## src/rtl/pwm_pkg.sv

```systemverilog
// pwm_pkg: register offsets, STATUS bit positions and capture FSM states shared by the PWM blocks.
package pwm_pkg;
  localparam logic [2:0] ADDR_PERIOD = 3'd0;
  localparam logic [2:0] ADDR_HIGH = 3'd2;
  localparam logic [2:0] ADDR_CTRL = 3'd4;
  localparam int ST_ENABLE = 0;
  localparam int ST_VALID = 1;
  localparam int ST_OVF = 2;
  localparam int ST_PWM = 3;
  typedef enum logic [1:0] {IDLE, ARM, MEASURE} cap_state_t;
endpackage

```

## src/rtl/pwm_capture_if.sv

```systemverilog
// pwm_capture_if: 16-bit I/O bus window with chip select; the CPU side is master.
interface pwm_capture_if;
  logic cap_ctrl;
  logic write_enable;
  logic read_enable;
  logic [2:0] address;
  logic [15:0] write_data_in;
  logic [15:0] read_data_out;
  modport master(output cap_ctrl, write_enable, read_enable, address, write_data_in, input read_data_out);
  modport slave(input cap_ctrl, write_enable, read_enable, address, write_data_in, output read_data_out);
endinterface

```

## src/rtl/pwm_sync_edge.sv

```systemverilog
// pwm_sync_edge: multi-flop synchronizer for an async input plus rising-edge detect on the synced level.
module pwm_sync_edge #(
  parameter int STAGES = 2
) (
  input logic clock,
  input logic reset,
  input logic async_in,
  output logic level,
  output logic rise
);
  logic [STAGES-1:0] chain;
  logic prev;
  always_ff @(posedge clock) begin
    if (reset) begin
      chain <= '0;
      prev <= 1'b0;
    end else begin
      chain <= {chain[STAGES-2:0], async_in};
      prev <= chain[STAGES-1];
    end
  end
  assign level = chain[STAGES-1];
  assign rise = level & ~prev;
endmodule

```

## src/rtl/pwm_capture.sv

```systemverilog
// pwm_capture: measures period and high time of pwm_in, exposed as PERIOD/HIGH/CTRL-STATUS registers.
// Define PWM_CAPTURE_IRQ_EN for an irq output (capture or new overflow) maskable by CTRL bit2.
module pwm_capture
  import pwm_pkg::*;
#(
  parameter int CNT_WIDTH = 16,
  parameter int SYNC_STAGES = 2
) (
  input logic clock,
  input logic reset,
  input logic pwm_in,
  pwm_capture_if.slave bus
`ifdef PWM_CAPTURE_IRQ_EN
  ,
  output logic irq
`endif
);
  localparam logic [CNT_WIDTH-1:0] CNT_MAX = '1;
  cap_state_t state, next_state;
  logic pwm_s, rise, enable, valid, ovf;
  logic ctrl_wr, status_rd, start, capture, overflow, counting;
  logic [CNT_WIDTH-1:0] period_cnt, high_cnt, period_reg, high_reg, period_nxt, high_nxt;
  logic [15:0] status;

  pwm_sync_edge #(.STAGES(SYNC_STAGES)) u_sync (
    .clock(clock),
    .reset(reset),
    .async_in(pwm_in),
    .level(pwm_s),
    .rise(rise)
  );

  assign ctrl_wr = bus.cap_ctrl & bus.write_enable & (bus.address == ADDR_CTRL);
  assign status_rd = bus.cap_ctrl & bus.read_enable & (bus.address == ADDR_CTRL);

  always_ff @(posedge clock) begin
    if (reset) state <= IDLE;
    else state <= next_state;
  end

  always_comb begin
    next_state = !enable ? IDLE :
                 state == IDLE ? ARM :
                 state == ARM ? (rise ? MEASURE : ARM) :
                 overflow ? ARM : MEASURE;
  end

  always_comb begin
    start = enable && state == ARM && rise;
    capture = enable && state == MEASURE && rise;
    overflow = enable && state == MEASURE && !rise && period_cnt == CNT_MAX;
    counting = enable && state == MEASURE && !rise && !overflow;
    period_nxt = (start || capture) ? CNT_WIDTH'(1) : counting ? period_cnt + 1'b1 : '0;
    high_nxt = (start || capture) ? CNT_WIDTH'(1) : counting ? high_cnt + CNT_WIDTH'(pwm_s) : '0;
  end

  always_ff @(posedge clock) begin
    if (reset) begin
      period_cnt <= '0;
      high_cnt <= '0;
      period_reg <= '0;
      high_reg <= '0;
      enable <= 1'b0;
      valid <= 1'b0;
      ovf <= 1'b0;
    end else begin
      period_cnt <= period_nxt;
      high_cnt <= high_nxt;
      if (capture) begin
        period_reg <= period_cnt;
        high_reg <= high_cnt;
      end
      enable <= ctrl_wr ? bus.write_data_in[0] : enable;
      // a capture in the same cycle as a STATUS read keeps valid set
      valid <= !enable ? 1'b0 : capture ? 1'b1 : status_rd ? 1'b0 : valid;
      ovf <= overflow | (ovf & ~(ctrl_wr & bus.write_data_in[1]));
    end
  end

`ifdef PWM_CAPTURE_IRQ_EN
  logic irq_mask;
  always_ff @(posedge clock) begin
    if (reset) begin
      irq_mask <= 1'b0;
      irq <= 1'b0;
    end else begin
      irq_mask <= ctrl_wr ? bus.write_data_in[2] : irq_mask;
      irq <= (capture | (overflow & ~ovf)) & ~irq_mask;
    end
  end
`endif

  always_comb begin
    status = '0;
    status[ST_ENABLE] = enable;
    status[ST_VALID] = valid;
    status[ST_OVF] = ovf;
    status[ST_PWM] = pwm_s;
    bus.read_data_out = !(bus.cap_ctrl && bus.read_enable) ? '0 :
                        bus.address == ADDR_PERIOD ? 16'(period_reg) :
                        bus.address == ADDR_HIGH ? 16'(high_reg) :
                        bus.address == ADDR_CTRL ? status : '0;
  end
endmodule

```

## src/flat_wrapper.sv

```systemverilog
// flat-port wrapper written by rule: the top's interface ports become plain ports
module pwm_capture_flat import pwm_pkg::*;
#(
  parameter int CNT_WIDTH = 16,
  parameter int SYNC_STAGES = 2
)
  (clock, reset, pwm_in, bus_cap_ctrl, bus_write_enable, bus_read_enable, bus_address, bus_write_data_in, bus_read_data_out);
  pwm_capture_if bus_i ();
  input logic clock;
  input logic reset;
  input logic pwm_in;
  input wire logic [$bits(bus_i.cap_ctrl)-1:0] bus_cap_ctrl;
  input wire logic [$bits(bus_i.write_enable)-1:0] bus_write_enable;
  input wire logic [$bits(bus_i.read_enable)-1:0] bus_read_enable;
  input wire logic [$bits(bus_i.address)-1:0] bus_address;
  input wire logic [$bits(bus_i.write_data_in)-1:0] bus_write_data_in;
  output wire logic [$bits(bus_i.read_data_out)-1:0] bus_read_data_out;
  assign bus_i.cap_ctrl = bus_cap_ctrl;
  assign bus_i.write_enable = bus_write_enable;
  assign bus_i.read_enable = bus_read_enable;
  assign bus_i.address = bus_address;
  assign bus_i.write_data_in = bus_write_data_in;
  assign bus_read_data_out = bus_i.read_data_out;
  pwm_capture #(.CNT_WIDTH(CNT_WIDTH), .SYNC_STAGES(SYNC_STAGES)) u_core (.clock(clock), .reset(reset), .pwm_in(pwm_in), .bus(bus_i));
endmodule
```

## config.mk

```make
export PLATFORM = sky130hd
export DESIGN_NAME = pwm_capture_flat
export DESIGN_NICKNAME = d
export VERILOG_FILES = /design/src/rtl/pwm_pkg.sv /design/src/rtl/pwm_capture_if.sv /design/src/rtl/pwm_sync_edge.sv /design/src/rtl/pwm_capture.sv /design/src/flat_wrapper.sv
export SDC_FILE = /design/constraint.sdc
export NUM_CORES = 1
export LEC_CHECK = 0
export BUFFER_PORTS_ARGS = -buffer_cell sky130_fd_sc_hd__buf_4
export CORE_AREA = 2 2 87 89
export CTS_CLUSTER_SIZE = 30
export DETAILED_ROUTE_END_ITERATION = 7
export DIE_AREA = 0 0 89 91
export PLACE_DENSITY = 0.62
export SYNTH_ARGS = -nofsm -noshare
export SYNTH_HDL_FRONTEND = slang
export SYNTH_SLANG_ARGS = --single-unit
export TNS_END_PERCENT = 30
```

## constraint.sdc

```tcl
create_clock -name clock -period 3.15 [get_ports clock]
set_input_delay 0.315 -clock clock [delete_from_list [all_inputs] [get_ports clock]]
set_output_delay 0.315 -clock clock [all_outputs]
set_load 0.005 [all_outputs]
```

==> qor.txt, run 1 <==
Status - completed
ANT nets after route - 0
Leak pwr - 1.18 nW
Worst Hold Depth - 2
Number of buffers added on ports - 26
Clock network fraction of total power - 48.5%
Uppermost layer routed - met4
Clock skew - 0.0115 ns
Top FF cell, synth - dfxtp_1
Syn_area_per_cell - 8.33 um^2
Post-CTS Hold Buffers - 0
Setup bufs post-CTS - 0
Reg-to-reg startpoint - u_core.period_cnt[0]
Core area - 7140 um^2
Final Util - 50.3%
Layout area overhead - 15.7%
CP required - 3.38 ns
Unique masters post-synth - 36
Area leader, netlist - dfxtp_1
Starting DRC count in detailed routing - 83
Starting Density - 43.4%
Met1 Routed Length - 3210 um
Reg-to-reg slack, setup - 1.09 ns
Cells after Synth - 372
Yosys top cell area share - 46.5%
Layout cell share with drive strength beyond 1 - 14.3%
H-Tree Depth - 3
Kind of critical path - register to register
Min-delay worst type - primary input to register
Max VDD drop - 0.221 mV
Top achievable clock speed - 486 MHz
Total Power - 0.00184 W
Diode count - 0
Max-cap check violation count - 0
Drt drc - 0
GP Congestion - 0.783
Arr. time, crit path - 2.29 ns
1st-pass router iterations - 4
Worst relative slew slack - 53.6%
P per Cell Area - 513 nW/um^2
Post_cts resized - 0
Comb pwr share - 1.9%
R2R depth - 5
First-pass GRT wire length - 10700 um
Inserted Clock Buffers - 9
Met3 wire length - 243 um
EDFF count, synth - 0
Fin. max-slew vios - 0
Slew @ Worst Pin - 0.697 ns
Layout filler cell count - 724
Die W - 89 um
Setup_tns - 0 ns
Net count after synthesis - 400
Worst setup SP type - register
Top cells by area, synth - dfxtp_1, nand2_1, xnor2_1, a21oi_1, nor2_1
Total GRT Usage - 17.3%
Hold Crit Endpoint - u_core.u_sync.chain[0]
Clock root cell - clkbuf_8
Vias in the first global route - 2254
IO Pins - 41
GRT overflow - 0
Total routed wirelength - 6600 um
Seq/Total Area, Yosys - 46.5%
Initial antenna violation count - 0
Period utilisation layout - 65.3%
Via/cell ratio - 5.12
Synth cell count leaders - nand2_1, dfxtp_1, nor2_1
Row count - 31
Post-synthesis async set-or-reset flop share - 0%
CTS tree - yes
Switching share of power - 20.0%
Post-DP HPWL - 4320 um
Clk_lat worst skew - 0.35 ns
Worst-path fanout max - 28
Top-count cell post-synth - nand2_1
Final hold violation count - 0
Internal - 0.00147 W
Unrepaired setup endpoints after global routing - no
Share of power burned in registers - 49.5%
Largest net degree at the start of global routing - 41
Wirelength per Cell - 13.3 um
Hold_sp - pwm_in
Worst setup EP type - register
Switching power - 0.000368 W
Yosys warns - 0
Met2 WL - 3010 um
Clk buf depth - 2
Period minus WS final - 2.06 ns
Netlist Area Pre-Place - 3100 um^2
Clock transition at path regs - 0.08 ns
R2r endpoint - u_core.period_cnt[0]
Total number of vias - 2547
NumNets Final - 421
#FFs+latches synth - 72
Final setup violation count - 0
Sink Count - 72
Chip Height - 91 um
Die area - 8100 um^2
metrics by stage:
stage / setup WS (ns) / cell area [um^2] / cells / hold slack [ns]
after CTS: 1.07 / 3590 / 497 / 0.163
after global placement: 1.13 / 3340 / 481 / 0.419
after detailed placement: 1.10 / 3340 / 481 / 0.432
after floorplan: 1.42 / 3100 / 372 / 0.414
after global routing: 0.962 / 3590 / 497 / 0.204
final: 1.09 / 3590 / 497 / 0.180
per-layer routing:
layer  global-route usage (%)  vias up
met5                        0        -
met4                     10.2        0
met3                     2.45       10
met2                     26.4       45
met1                     22.9     1211
li1                         -     1281
cells by family (layout without fill, tap and decap cells):
kind of cell	count (synthesis)	after routing	synth area share, %
AOI/OAI and AO/OA	45	45	7.55
and+or+nand+nor	182	182	27.4
muxes	17	17	5.49
buffers and inverters	24	50	3.71
adders and majority gates	3	3	1.21
xor gates and xnor gates	29	29	8.19
DFF	72	72	46.5
power groups by stage:
stage | clock network (W) | logic (W) | registers, W
2_1_floorplan | 0 | 0.0000223 | 0.000933
3_3_place_gp | 0 | 0.0000360 | 0.000934
3_5_place_dp | 0 | 0.0000367 | 0.000934
4_1_cts | 0.000913 | 0.0000368 | 0.000913
5_1_grt | 0.000952 | 0.0000393 | 0.000913
6_report | 0.000894 | 0.0000358 | 0.000913
layout by cell type (no fill, tap or decap), types with 2 or more instances in the layout:
master | netlist | layout
o21ai_0 | 4 | 4
nand2_1 | 73 | 73
inv_1 | 7 | 7
a21oi_1 | 38 | 38
mux2i_1 | 17 | 17
clkbuf_8 | 0 | 10
buf_4 | 0 | 27
nor4_1 | 8 | 8
nand3_1 | 11 | 11
xor2_1 | 5 | 5
ha_1 | 3 | 3
nor2b_1 | 6 | 6
nor3_1 | 8 | 8
dfxtp_1 | 72 | 72
xnor2_1 | 24 | 24
and3_2 | 2 | 2
nor2_2 | 5 | 5
nand4_1 | 7 | 7
bufinv_16 | 0 | 3
or3b_2 | 2 | 2
nor2_1 | 50 | 50
critical path, stage by stage (launching register included):
cell and delay (ns):
dfxtp_1 0.45, ha_1 0.25, nand3_2 0.18, or4_4 0.62, nand2_4 0.31, o21ai_0 0.12
cell type report:
| cell class | instances | area [um^2] | share of cell area, % |
|---|---|---|---|
| Tap cell | 99 | 124 | 3.45 |
| Clock buffer | 11 | 141 | 3.94 |
| Sequential cell | 72 | 1440 | 40.2 |
| Multi-Input combinational cell | 276 | 1550 | 43.2 |
| Timing Repair Buffer | 27 | 203 | 5.65 |
| Clock inverter | 5 | 104 | 2.89 |
| Inverter | 7 | 26.3 | 0.732 |
how the worst max path moves through the flow:
stage | startpoint | to | slack [ns] | depth (start not counted)
after floorplan | u_core.period_cnt[0] | u_core.high_cnt[11] | 1.42 | 6
after global placement | u_core.period_cnt[0] | u_core.period_cnt[0] | 1.13 | 5
after detailed placement | u_core.period_cnt[0] | u_core.period_cnt[0] | 1.10 | 5
after CTS | u_core.period_cnt[0] | u_core.period_cnt[0] | 1.07 | 5
after global routing | u_core.period_cnt[0] | u_core.state[1] | 0.96 | 5
final | u_core.period_cnt[0] | u_core.period_cnt[0] | 1.09 | 5
No activity file was read; power rests on OpenSTA's default activity.
==> inputs of run 2 (changes only) <==
- clock period: 3.15 -> 2.05 ns (I/O delays scaled with it)
==> qor.txt, run 2 (synthesis gave the netlist of run 1 again) <==
Clock network fraction of total power - 44.0%
Worst relative slew slack - 50.7%
Initial antenna violation count - 0
Setup ws final - 0.243 ns
Clk_lat worst skew - 0.35 ns
Inserted Clock Buffers - 9
Switching power - 0.000607 W
Die area - 8100 um^2
Share of power burned in registers - 53.8%
P per Cell Area - 715 nW/um^2
NumNets Final - 432
Period minus WS final - 1.81 ns
Layout area overhead - 17.4%
Row count - 31
Die W - 89 um
Starting DRC count in detailed routing - 145
Layout cell share with drive strength beyond 1 - 16.9%
Post_cts resized - 0
1st-pass router iterations - 4
R2R depth - 4
Setup_tns - 0 ns
GP Congestion - 0.809
Total routed wirelength - 6680 um
Top achievable clock speed - 553 MHz
Max VDD drop - 0.389 mV
Leak pwr - 1.22 nW
Setup bufs post-CTS - 0
Fin. max-slew vios - 0
Arr. time, crit path - 2.03 ns
Worst setup SP type - register
IO Pins - 41
Vias in the first global route - 2403
Most frequent cells in the layout - nand2_1, dfxtp_1, nor2_1
Clk buf depth - 2
ANT nets after route - 0
H-Tree Depth - 3
Total number of vias - 2515
Final setup violation count - 0
Min-delay worst type - primary input to register
Largest net degree at the start of global routing - 41
Unrepaired setup endpoints after global routing - no
Starting Density - 43.4%
Final hold violation count - 0
Clock transition at path regs - 0.08 ns
Placed cells - 492
CTS tree - yes
Number of buffers added on ports - 26
Clock skew - 0.0157 ns
Post-DP HPWL - 4440 um
Period utilisation layout - 88.2%
Wirelength per Cell - 13.2 um
Worst setup EP type - register
Clock root cell - clkbuf_8
Chip Height - 91 um
Final cell count without fillers - 508
GRT overflow - 0
Via/cell ratio - 4.95
Pre-CTS WS - 0.255 ns
Total GRT Usage - 17.7%
CP required - 2.27 ns
Max-cap check violation count - 0
Switching share of power - 23.3%
Core area - 7140 um^2
Kind of critical path - register to register
Slew @ Worst Pin - 0.740 ns
Diode count - 0
Post-CTS Hold Buffers - 0
Commonest non-fill, non-tap cell in the layout - nand2_1
Sink Count - 72
Internal - 0.00200 W
Drt drc - 0
Comb pwr share - 2.2%
Status - completed
First-pass GRT wire length - 11200 um
Worst-path fanout max - 33
Worst Hold Depth - 2
==> run 2: cell types whose count changed in the layout (fill, tap and decap cells not counted) <==
cell and delta:
bufinv_16 -2, clkbuf_1 -1, clkinv_4 +1, buf_12 +1, buf_4 +10, clkbuf_8 -1, inv_6 +2, clkinvlp_4 +1
==> run 2: per-stage QoR <==
step                cell area [um^2]  utilization, %  hold WS, ns  total power [W]
finish                          3640            51.0       0.0688          0.00260
global route                    3640            51.0       0.0739          0.00270
CTS                             3640            51.0       0.0587          0.00263
detailed placement              3440            48.2        0.433          0.00149
global placement                3440            48.2        0.423          0.00149
floorplan                       3100               -        0.333          0.00147
==> run 2: power groups by stage <==
stage	logic [W]	clock network [W]	registers, W
after floorplan	0.0000342	0	0.00143
after global placement	0.0000581	0	0.00143
after detailed placement	0.0000590	0	0.00143
after CTS	0.0000593	0.00117	0.00140
after global routing	0.0000638	0.00123	0.00140
final	0.0000581	0.00114	0.00140
==> run 2: metal layers <==
layer  GRT usage, %  routed length, um  vias up  share of wire [%]
met1           25.0               3400     1165                 51
met2           26.5               2960       41                 44
met4           7.96                139        0                2.1
met5              0                  0        -                  0
li1               -                  -     1298                  -
met3           2.73                189       11                2.8
==> run 2: worst paths after layout <==
path / slack (ns) / start / endpoint
min: 0.07 / pwm_in / u_core.u_sync.chain[0]
min reg2reg: 0.45 / u_core.u_sync.chain[0] / u_core.u_sync.chain[1]
max reg2reg: 0.24 / u_core.state[0] / u_core.high_reg[6]
max: 0.24 / u_core.state[0] / u_core.high_reg[6]
==> run 2: worst max-delay path, cell delays in order (launching register included) <==
cell and delay [ns]:
dfxtp_1 0.34, nand3b_1 0.26, or3b_2 0.81, nand2_1 0.18, a21oi_1 0.08
==> run 2: area by class of cell <==
cell class              instances  area (um^2)
inverters                       7         26.3
clock inverters                 7         77.6
multi-input cells             276         1550
flip-flops and latches         72         1440
well taps                      99          124
repair buffers                 38          298
fillers                       736         3500
clock buffers                   9          124
==> inputs of run 3 (changes only) <==
- CORE_AREA: 2 2 87 89 -> 2 2 88 90
- DIE_AREA: 0 0 89 91 -> 0 0 90 92
- PLACE_DENSITY: 0.62 -> 0.61
- SYNTH_HIERARCHICAL: default -> 1
==> qor.txt, run 3 <==
Status - completed
Total Power - 0.00257 W
Total GRT Usage - 17.6%
Cells after Synth - 381
Worst setup SP type - register
GP Congestion - 0.761
Initial antenna violation count - 0
Period minus WS final - 1.78 ns
#FFs+latches synth - 72
Unique masters post-synth - 34
H-Tree Depth - 3
Starting DRC count in detailed routing - 141
Diode count - 0
Kind of critical path - register to register
Area leader, netlist - dfxtp_1
Sink Count - 72
Top FF cell, synth - dfxtp_1
Post_cts resized - 0
P per Cell Area - 707 nW/um^2
Die W - 90 um
GRT overflow - 0
Total number of vias - 2526
Pre-CTS WS - 0.262 ns
Wirelength per Cell - 12.7 um
Total routed wirelength - 6550 um
Starting Density - 42.0%
Clk buf depth - 2
Largest net degree at the start of global routing - 39
Number of buffers added on ports - 26
Clock root cell - clkbuf_8
Setup_tns - 0 ns
Row count - 32
ANT nets after route - 0
Clk_lat worst skew - 0.35 ns
Layout cell share with drive strength beyond 1 - 14.1%
Top cells by area, synth - dfxtp_1, nand2_1, nor2_1, a21oi_1, xnor2_1
Slew @ Worst Pin - 0.443 ns
Netlist Area Pre-Place - 3130 um^2
Final setup violation count - 0
Storage element area - 1440 um^2
Setup bufs post-CTS - 0
Core area - 7450 um^2
Post-CTS Hold Buffers - 0
Top-count cell post-synth - nand2_1
Worst-path fanout max - 23
CTS tree - yes
Most frequent cells in the layout - nand2_1, dfxtp_1, nor2_1
Vias in the first global route - 2467
CP required - 2.28 ns
Inserted Clock Buffers - 9
Setup ws final - 0.271 ns
Unrepaired setup endpoints after global routing - no
Min-delay worst type - primary input to register
1st-pass router iterations - 4
NumNets Final - 435
Leak pwr - 1.23 nW
Reg-to-reg slack, setup - 0.27 ns
Synth cell count leaders - nand2_1, dfxtp_1, nor2_1
Period utilisation layout - 86.8%
Post-synthesis async set-or-reset flop share - 0%
Layout area overhead - 16.1%
Worst relative slew slack - 70.4%
Final hold violation count - 0
Yosys warns - 6
Syn_area_per_cell - 8.21 um^2
Chip Height - 92 um
Max VDD drop - 0.427 mV
Arr. time, crit path - 2.01 ns
Via/cell ratio - 4.91
Net count after synthesis - 409
Max-cap check violation count - 0
Multi-input gate area - 1570 um^2
Commonest non-fill, non-tap cell in the layout - nand2_1
First-pass GRT wire length - 11700 um
Layout filler cell count - 768
Die area - 8280 um^2
Clock transition at path regs - 0.07 ns
IO Pins - 41
Post-DP HPWL - 4510 um
EDFF count, synth - 0
Yosys top cell area share - 46.1%
Seq/Total Area, Yosys - 46.1%
Fin. max-slew vios - 0
Worst setup EP type - register
Clock skew - 0.00658 ns
Drt drc - 0
Top achievable clock speed - 562 MHz
==> run 3: cell types whose count changed after synthesis, sizes merged, moves of 2 or more <==
| cell | change |
|---|---|
| xnor2 | -4 |
| nand4 | +3 |
| and2 | +2 |
| inv | +2 |
| nor2b | +2 |
| nor4 | -2 |
| o31ai | +2 |
| or3b | -2 |
| xor2 | +2 |
==> run 3: worst paths after layout <==
check | from | endpoint | cells after the start
setup / recovery | u_core/period_cnt[1] | u_core/period_cnt[0] | 6
hold / removal | pwm_in | u_core/u_sync/chain[0] | 2
setup reg to reg | u_core/period_cnt[1] | u_core/period_cnt[0] | 6
hold reg to reg | u_core/u_sync/chain[0] | u_core/u_sync/chain[1] | 1
==> run 3: per-layer routing <==
| metal | global-route usage (%) | vias up | part of all wire [%] |
|---|---|---|---|
| met1 | 21.8 | 1175 | 48 |
| met3 | 5.34 | 7 | 3.1 |
| met5 | 0 | - | 0 |
| li1 | - | 1317 | - |
| met2 | 28.9 | 27 | 48 |
| met4 | 6.67 | 0 | 1.2 |
==> run 3: power by group <==
group          internal, W  switching, W
Sequential         0.00140    0.00000175
Combinational    0.0000252     0.0000332
Clock             0.000601      0.000507
==> run 3: layout make-up <==
class                           instances  area share [%]
Clock buffer                           14            5.30
Tap cell                              102            3.51
Sequential cell                        72            39.7
Clock inverter                          2           0.276
Multi-Input combinational cell        282            43.1
Inverter                                9           0.930
Timing Repair Buffer                   33            7.17
==> run 3: cells by family (layout without fill, tap and decap cells) <==
group | Yosys count | after routing | share of synthesized area (%)
fa+ha+maj | 3 | 3 | 1.20
buf+inv | 27 | 58 | 3.84
xor+xnor | 27 | 27 | 7.56
flops | 72 | 72 | 46.1
compound gates | 46 | 46 | 7.76
simple gates | 189 | 189 | 28.1
mux | 17 | 17 | 5.44
==> run 3: critical path: stages, from the launching register on <==
cell and delay [ns]:
dfxtp_1 0.40, ha_1 0.25, nand4_2 0.16, nor4_4 0.38
or2_2 0.21, buf_12 0.16, o21ai_0 0.10
==> run 3: through the flow <==
| stage | hold slack, ns | cell area (um^2) | utilization, % | instances |
|---|---|---|---|---|
| after floorplan | 0.277 | 3130 | - | 381 |
| final | 0.0660 | 3630 | 48.8 | 514 |
| after global routing | 0.0654 | 3630 | 48.8 | 514 |
| after global placement | 0.416 | 3430 | 46.1 | 498 |
| after detailed placement | 0.420 | 3430 | 46.1 | 498 |
| after CTS | 0.0469 | 3630 | 48.8 | 514 |
